<file path="src/rtl/cache_pkg.sv">
// Shared definitions for the data cache stage: miss FSM encoding, address-split widths, counter helper.
package cache_pkg;

  localparam logic [1:0] ST_IDLE  = 2'd0;
  localparam logic [1:0] ST_EVICT = 2'd1;
  localparam logic [1:0] ST_FILL  = 2'd2;

  function automatic int off_w(input int line_bytes);
    return $clog2(line_bytes);
  endfunction

  function automatic int idx_w(input int num_lines);
    return $clog2(num_lines);
  endfunction

  function automatic int tag_w(input int addr_w, input int num_lines, input int line_bytes);
    return addr_w - $clog2(num_lines) - $clog2(line_bytes);
  endfunction

  function automatic logic [31:0] sat_inc32(input logic [31:0] v);
    return (v == '1) ? v : v + 32'd1;
  endfunction

endpackage

</file>
<file path="src/rtl/cache_line_array.sv">
// Tag/valid/dirty/data storage for the direct-mapped data cache.
// One read port, a 1-2 byte store port and a full-line fill port sharing the same index.
module cache_line_array
  import cache_pkg::*;
#(
  parameter int NUM_LINES  = 4,
  parameter int LINE_BYTES = 32,
  parameter int IDX_W      = idx_w(NUM_LINES),
  parameter int OFF_W      = off_w(LINE_BYTES),
  parameter int TAG_W      = tag_w(16, NUM_LINES, LINE_BYTES)
) (
  input  logic                    clk,
  input  logic                    reset,
  input  logic [IDX_W-1:0]        idx,
  output logic                    rd_valid,
  output logic                    rd_dirty,
  output logic [TAG_W-1:0]        rd_tag,
  output logic [LINE_BYTES*8-1:0] rd_line,
  input  logic                    bw_en,
  input  logic                    bw_word,
  input  logic [OFF_W-1:0]        bw_off,
  input  logic [15:0]             bw_data,
  input  logic                    lw_en,
  input  logic [TAG_W-1:0]        lw_tag,
  input  logic [LINE_BYTES*8-1:0] lw_line
);

  localparam int LINE_W = LINE_BYTES * 8;

  logic [NUM_LINES-1:0] valid_q;
  logic [NUM_LINES-1:0] dirty_q;
  logic [TAG_W-1:0]     tag_q  [NUM_LINES];
  logic [LINE_W-1:0]    data_q [NUM_LINES];
  logic [OFF_W-1:0]     off_hi;

  assign rd_valid = valid_q[idx];
  assign rd_dirty = dirty_q[idx];
  assign rd_tag   = tag_q[idx];
  assign rd_line  = data_q[idx];
  assign off_hi   = {bw_off[OFF_W-1:1], 1'b1};

  always_ff @(posedge clk) begin
    if (reset) begin
      valid_q <= '0;
      dirty_q <= '0;
    end else if (lw_en) begin
      valid_q[idx] <= 1'b1;
      dirty_q[idx] <= 1'b0;
    end else if (bw_en) begin
      dirty_q[idx] <= 1'b1;
    end
  end

  // Contents are not reset; valid_q alone decides whether a line may hit.
  always_ff @(posedge clk) begin
    if (lw_en) begin
      tag_q[idx]  <= lw_tag;
      data_q[idx] <= lw_line;
    end else if (bw_en) begin
      for (int b = 0; b < LINE_BYTES; b++) begin
        if (OFF_W'(b) == bw_off)
          data_q[idx][b*8 +: 8] <= bw_data[7:0];
        else if (bw_word && (OFF_W'(b) == off_hi))
          data_q[idx][b*8 +: 8] <= bw_data[15:8];
      end
    end
  end

endmodule

</file>
<file path="src/rtl/data_cache_stage.sv">
// Memory-access pipeline stage with a direct-mapped, write-back, write-allocate data cache.
// Define DATA_CACHE_PERF_EN to add saturating hit/miss/evict counters.
module data_cache_stage
  import cache_pkg::*;
#(
  parameter int ADDR_W     = 16,
  parameter int WORD_W     = 16,
  parameter int NUM_LINES  = 4,
  parameter int LINE_BYTES = 32
) (
  input  logic                    clk,
  input  logic                    reset,
  input  logic                    enable_cache,
  input  logic [ADDR_W-1:0]       tlb_result,
  input  logic [WORD_W-1:0]       dataReg,
  input  logic [1:0]              ldSt_enable,
  input  logic                    word_access_in,
  input  logic [2:0]              destReg_addr_in,
  input  logic                    we_in,
  input  logic [1:0]              bp_in,
  output logic [WORD_W-1:0]       cache_result,
  output logic [2:0]              destReg_addr_out,
  output logic                    we_out,
  output logic [1:0]              bp_out,
  output logic                    word_access,
  output logic                    stall,
  output logic                    mem_req,
  output logic                    mem_we,
  output logic [ADDR_W-1:0]       mem_addr,
  output logic [LINE_BYTES*8-1:0] mem_wdata,
  input  logic [LINE_BYTES*8-1:0] mem_rdata,
  input  logic                    mem_ack
`ifdef DATA_CACHE_PERF_EN
  ,
  output logic [31:0]             hit_count,
  output logic [31:0]             miss_count,
  output logic [31:0]             evict_count
`endif
);

  localparam int OFF_W  = off_w(LINE_BYTES);
  localparam int IDX_W  = idx_w(NUM_LINES);
  localparam int TAG_W  = tag_w(ADDR_W, NUM_LINES, LINE_BYTES);
  localparam int LINE_W = LINE_BYTES * 8;

  logic [ADDR_W-1:0] tlb_result_q;
  logic [WORD_W-1:0] data_q;
  logic [1:0]        ldst_q;
  logic              word_q;
  logic [2:0]        dest_q;
  logic              we_q;
  logic [1:0]        bp_q;
  logic              load_en;

  logic [1:0] state_q, state_d;
  logic       ack_gap_q;
  logic       ack_ok;

  logic [OFF_W-1:0]  off, eff_off;
  logic [IDX_W-1:0]  idx;
  logic [TAG_W-1:0]  tag;
  logic              is_load, is_store, mem_op, hit, miss;
  logic              rd_valid, rd_dirty;
  logic [TAG_W-1:0]  rd_tag;
  logic [LINE_W-1:0] rd_line;
  logic [7:0]        byte0, byte1;
  logic signed [WORD_W-1:0] byte_sx;
  logic [WORD_W-1:0] load_data;
  logic              bw_en, lw_en;

  assign load_en = enable_cache & ~stall;

  always_ff @(posedge clk) begin
    if (reset) begin
      tlb_result_q <= '0;
      data_q       <= '0;
      ldst_q       <= '0;
      word_q       <= 1'b0;
      dest_q       <= '0;
      we_q         <= 1'b0;
      bp_q         <= '0;
    end else if (load_en) begin
      tlb_result_q <= tlb_result;
      data_q       <= dataReg;
      ldst_q       <= ldSt_enable;
      word_q       <= word_access_in;
      dest_q       <= destReg_addr_in;
      we_q         <= we_in;
      bp_q         <= bp_in;
    end
  end

  assign off      = tlb_result_q[OFF_W-1:0];
  assign idx      = tlb_result_q[OFF_W +: IDX_W];
  assign tag      = tlb_result_q[ADDR_W-1 -: TAG_W];
  assign eff_off  = word_q ? {off[OFF_W-1:1], 1'b0} : off;
  assign is_load  = ldst_q[1];
  assign is_store = ldst_q[0];
  assign mem_op   = is_load | is_store;
  assign hit      = mem_op & rd_valid & (rd_tag == tag);
  assign miss     = mem_op & ~hit;

  assign stall = miss | (state_q != ST_IDLE);

  // A completed transfer forces one idle request cycle, also between evict and fill.
  assign mem_req = (state_q != ST_IDLE) & ~ack_gap_q;
  assign ack_ok  = mem_ack & mem_req;
  assign mem_we  = (state_q == ST_EVICT);

  always_comb begin
    mem_addr  = '0;
    mem_wdata = '0;
    if (state_q == ST_EVICT) begin
      mem_addr  = {rd_tag, idx, {OFF_W{1'b0}}};
      mem_wdata = rd_line;
    end else if (state_q == ST_FILL) begin
      mem_addr  = {tag, idx, {OFF_W{1'b0}}};
    end
  end

  always_comb begin
    state_d = state_q;
    case (state_q)
      ST_IDLE:  if (miss) state_d = (rd_valid & rd_dirty) ? ST_EVICT : ST_FILL;
      ST_EVICT: if (ack_ok) state_d = ST_FILL;
      ST_FILL:  if (ack_ok) state_d = ST_IDLE;
      default:  state_d = ST_IDLE;
    endcase
  end

  always_ff @(posedge clk) begin
    if (reset) begin
      state_q   <= ST_IDLE;
      ack_gap_q <= 1'b0;
    end else begin
      state_q   <= state_d;
      ack_gap_q <= ack_ok;
    end
  end

  assign bw_en = is_store & ~stall;
  assign lw_en = (state_q == ST_FILL) & ack_ok;

  cache_line_array #(
    .NUM_LINES  (NUM_LINES),
    .LINE_BYTES (LINE_BYTES),
    .IDX_W      (IDX_W),
    .OFF_W      (OFF_W),
    .TAG_W      (TAG_W)
  ) u_lines (
    .clk      (clk),
    .reset    (reset),
    .idx      (idx),
    .rd_valid (rd_valid),
    .rd_dirty (rd_dirty),
    .rd_tag   (rd_tag),
    .rd_line  (rd_line),
    .bw_en    (bw_en),
    .bw_word  (word_q),
    .bw_off   (eff_off),
    .bw_data  (data_q[15:0]),
    .lw_en    (lw_en),
    .lw_tag   (tag),
    .lw_line  (mem_rdata)
  );

  // Little-endian: the byte at the (word-aligned) offset is the low byte.
  always_comb begin
    byte0     = rd_line[{eff_off, 3'b000} +: 8];
    byte1     = rd_line[{eff_off[OFF_W-1:1], 1'b1, 3'b000} +: 8];
    byte_sx   = WORD_W'($signed(byte0));
    load_data = word_q ? WORD_W'({byte1, byte0}) : byte_sx;
  end

  assign cache_result     = is_load ? load_data : WORD_W'(tlb_result_q);
  assign destReg_addr_out = dest_q;
  assign we_out           = we_q & ~stall;
  assign bp_out           = bp_q;
  assign word_access      = word_q;

`ifdef DATA_CACHE_PERF_EN
  // counted_q keeps a held instruction, or its post-fill replay, from counting again.
  logic counted_q;

  always_ff @(posedge clk) begin
    if (reset) begin
      counted_q   <= 1'b0;
      hit_count   <= '0;
      miss_count  <= '0;
      evict_count <= '0;
    end else begin
      if (load_en)
        counted_q <= 1'b0;
      else if (lw_en || (hit && !stall))
        counted_q <= 1'b1;
      if (hit && !stall && !counted_q)
        hit_count <= sat_inc32(hit_count);
      if ((state_q == ST_IDLE) && miss)
        miss_count <= sat_inc32(miss_count);
      if ((state_q == ST_EVICT) && ack_ok)
        evict_count <= sat_inc32(evict_count);
    end
  end
`endif

endmodule
</file>
<file path="config.mk">
export PLATFORM = sky130hd
export DESIGN_NAME = data_cache_stage
export DESIGN_NICKNAME = d
export VERILOG_FILES = /design/src/rtl/cache_pkg.sv /design/src/rtl/cache_line_array.sv /design/src/rtl/data_cache_stage.sv
export SDC_FILE = /design/constraint.sdc
export NUM_CORES = 2
export LEC_CHECK = 0
export CAP_MARGIN = 5
export CELL_PAD_IN_SITES_DETAIL_PLACEMENT = 1
export CELL_PAD_IN_SITES_GLOBAL_PLACEMENT = 1
export CORE_AREA = 2 2 318 320
export CTS_BUF_LIST = sky130_fd_sc_hd__clkbuf_8
export DETAILED_ROUTE_END_ITERATION = 12
export DIE_AREA = 0 0 320 322
export GPL_TIMING_DRIVEN = 0
export PLACE_DENSITY_LB_ADDON = 0.1
export SYNTH_ARGS = -nofsm -noshare
export SYNTH_HDL_FRONTEND = slang
export SYNTH_SLANG_ARGS = --single-unit
export TNS_END_PERCENT = 20
</file>
<file path="constraint.sdc">
create_clock -name clk -period 7.8 [get_ports clk]
set_input_delay 2.34 -clock clk [delete_from_list [all_inputs] [get_ports clk]]
set_output_delay 2.34 -clock clk [all_outputs]
set_load 0.005 [all_outputs]
</file>
==> reports/metrics.cfg <==
[global_route]
grt_use_total = 0.467
grt_max_degree = 17
grt.busiest_layer = met2
grt_pass1_wl_mm = 318
use_met2 = 0.685
met1_usage = 0.566
antenna_found_initial = 24
first_global_vias = 37200
grt_util_met3 = 0.188
grt-ovfl-total = 0

[yosys]
synthAdderAreaFrac = 0
synth_area_per_cell_sq_um = 16.0
synth_xor_xnor_area_share = 0.00174
synth_seq_area_share = 0.665
synth_edf_count = 1060
muxShareOfSynthArea = 0.167
synthTopCellsByArea = edfxtp_1, mux4_2, and2_1
yosys.area.top_type = edfxtp_1
synth_top_family_by_area = multiplexers
ys_ff_latch = 1114
yosysUniqueCellTypes = 62
synth-compound-area-share = 0.0655
syn-cell-area_sq_um = 49500
synth-simple-area-share = 0.0803
syn_inst = 3096
async_flop_share = 0
synth_flop_cell = edfxtp_1
synth_top_area_frac = 0.643
yosys_warnings = 0

[timing]
finalHoldViolCount = 0
setup_slack_ps = -291
tns_ps = -1490
fmax_mhz = 124
fin_crit_ps = 8090
final_max_slew_viol_count = 34
setup_viol = 14
slew_headroom = -0.0824
rsz0062_at_grt = true
post-route-period-util = 1.04
worst_pin_slew_ps = 1620
hold_ws_ps = 479
fin_worst_skew_ps = 57.0

[critical_path]
cp_max_fo = 10
critPathTopFamily = buffers and inverters
slowest_delay_ps = 970
criticalPathCategory = reg -> out
critPathLaunchType = register
cp.arrival_ps = 5750
critPathSlowestCell = nor3_2
crit_required_ps = 5460
end_kind = output pin
cp_cell_sequence = clkbuf_1 -> clkinv_1 -> nor3_2 -> clkbuf_2 -> a22oi_1 -> nand2_1 -> a2111oi_0 -> buf_2 -> a21oi_1 -> clkdlybuf4s50_1
crit_buf_inv = 5

[clocking]
clk_pin_slew_worst_paths_ps = 50
holdBufCountCts = 0
clock_latency_ps = 930
clkSinkCount = 1114
post_cts_buffers = 0
cts_buffers = 180
h-tree-depth = 4
cts_root_buf = clkbuf_8
cts_tree = built
clockBufferDepth = 3

[route]
drtIter0Drc = 6661
post_drt_wl_per_cell_um = 45.1
vias = 37800
first_pass_iters = 6
viasPerCell = 7.06
drc_errors = 0
drt_wl_total_mm = 242
ant_nets = 0

[placement]
dp_hpwl_mm = 182
dp_cells = 5001
pre_cts_ws_ps = -1300
port_buffers = 592
routabilityCongestion = 1.07

[die]
die-area_sq_um = 103000
rows = 116
fp.dieW_um = 320
die_h_um = 322
coreArea_sq_um = 99600
io_pins = 599
start_util = 0.497

[power]
p_per_area_nw_per_um2 = 229
ir_drop_uv = 210
cellLeakagePower_nw = 20.0

[cells_and_area]
mostFrequentLayoutCell = edfxtp_1
nets = 4187
post-route-util = 0.615
fill_cells = 9208
instances_no_fill = 5355
mostFrequentLayoutCells = edfxtp_1, clkdlybuf4s50_1, nor2_1, mux4_2, and2_1
drive_gt1_frac = 0.204
multiInputGateArea_sq_um = 15700
syn_to_final_growth_pct = 23.6
seq_area_sq_um = 32900

[outcome]
violations = max-capacitance violations, max-slew violations, negative setup slack
status = finished with violations

[run]
drv_cap = 3

[min_path]
hold_class = reg -> reg

## metal layers
layer / vias to the layer above / share of wire
li1: 13800 / -
met3: 899 / 0.15
met5: - / 0.00050
met1: 19200 / 0.33
met4: 18 / 0.081
met2: 3828 / 0.44
## stage by stage
| stage | instance area (sq um) | total power [mW] |
|---|---|---|
| 2_1_floorplan | 49500 | 7.75 |
| 6_report | 61200 | 14.0 |
| 3_5_place_dp | 57300 | 8.95 |
| 3_3_place_gp | 57100 | 8.88 |
| 4_1_cts | 61100 | 13.8 |
| 5_1_grt | 61200 | 14.2 |
## layout make-up
class / count / area share
Antenna cell: 20 / 0.000818
Buffer: 220 / 0.0209
Clock buffer: 193 / 0.0434
Clock inverter: 140 / 0.0134
Inverter: 20 / 0.00123
Multi-Input combinational cell: 1746 / 0.256
Sequential cell: 1114 / 0.538
Tap cell: 1298 / 0.0265
Timing Repair Buffer: 604 / 0.0997
## timing repair
action | CTS | global route
endpoints found under the setup margin | 75 | 16
gates resized for setup | 105 | 13
hold endpoints to repair | 0 | 0
pin swaps | 1 | 0
## flip-flops by register name, summed over array words and instances (netlist names), named ones only
name / flops
ldst_q: 2
u_lines.valid_q: 4
bp_out: 2
destReg_addr_out: 3
data_q: 16
ack_gap_q: 1
u_lines.tag_q: 36
state_q: 2
we_q: 1
tlb_result_q: 16
word_access: 1
u_lines.data_q: 1024
## worst paths after layout
| check | cells after the start | startpoint | endpoint | slack, ps |
|---|---|---|---|---|
| min | 2 | u_lines.valid_q[0]$_SDFFE_PP0P_ | u_lines.valid_q[0]$_SDFFE_PP0P_ | 480 |
| max reg2reg | 9 | tlb_result_q[2]$_SDFFE_PP0P_ | u_lines.data_q[1][238]$_DFFE_PP_ | 2500 |
| max | 10 | tlb_result_q[3]$_SDFFE_PP0P_ | cache_result[4] | -290 |
| min reg2reg | 2 | u_lines.valid_q[0]$_SDFFE_PP0P_ | u_lines.valid_q[0]$_SDFFE_PP0P_ | 480 |
## cells by family after synthesis
family,Yosys count
DFF,1114
and+or+nand+nor,801
AOI/OAI and AO/OA,474
muxes,457
buffers and inverters,240
xor gates and xnor gates,9
other,1
## report_power, final
part	switching, mW	leakage (nW)	internal [mW]
Combinational	1.55	8.05	0.702
Sequential	0.0659	10.0	6.68
Clock	2.51	1.99	2.51
Total	4.13	20.0	9.89
## synth_stat cells (3+ instances only)
| cell | number |
|---|---|
| mux2i_1 | 55 |
| a21oi_4 | 16 |
| o21ai_0 | 9 |
| buf_2 | 52 |
| a21oi_1 | 175 |
| buf_1 | 8 |
| a221oi_1 | 9 |
| a22oi_1 | 112 |
| clkbuf_1 | 146 |
| nor2_4 | 4 |
| o211ai_1 | 11 |
| a221o_1 | 8 |
| nand2b_1 | 6 |
| nor3_1 | 34 |
| a211oi_1 | 3 |
| inv_1 | 18 |
| nand4_1 | 18 |
| a311oi_1 | 5 |
| nor2_1 | 356 |
| buf_4 | 11 |
| and2_1 | 259 |
| mux4_2 | 272 |
| o22ai_1 | 76 |
| nor2_2 | 9 |
| a22o_1 | 36 |
| mux2_4 | 32 |
| nand2_1 | 79 |
| mux2_2 | 98 |
| dfxtp_1 | 54 |
| buf_6 | 3 |
| xnor2_1 | 8 |
| nand3_1 | 13 |
| nor2_8 | 4 |
| edfxtp_1 | 1060 |
## worst reg2reg max path, cell delays in order, from the launching register on
cell      delay (ps)
dfxtp_1          340
clkbuf_1         570
inv_1            140
clkbuf_1         440
nor2_1           720
clkbuf_1         700
nand2_1          610
a21oi_4          520
nor2_2           120
nor2_1           780
Power figures use the tool's default switching activity.
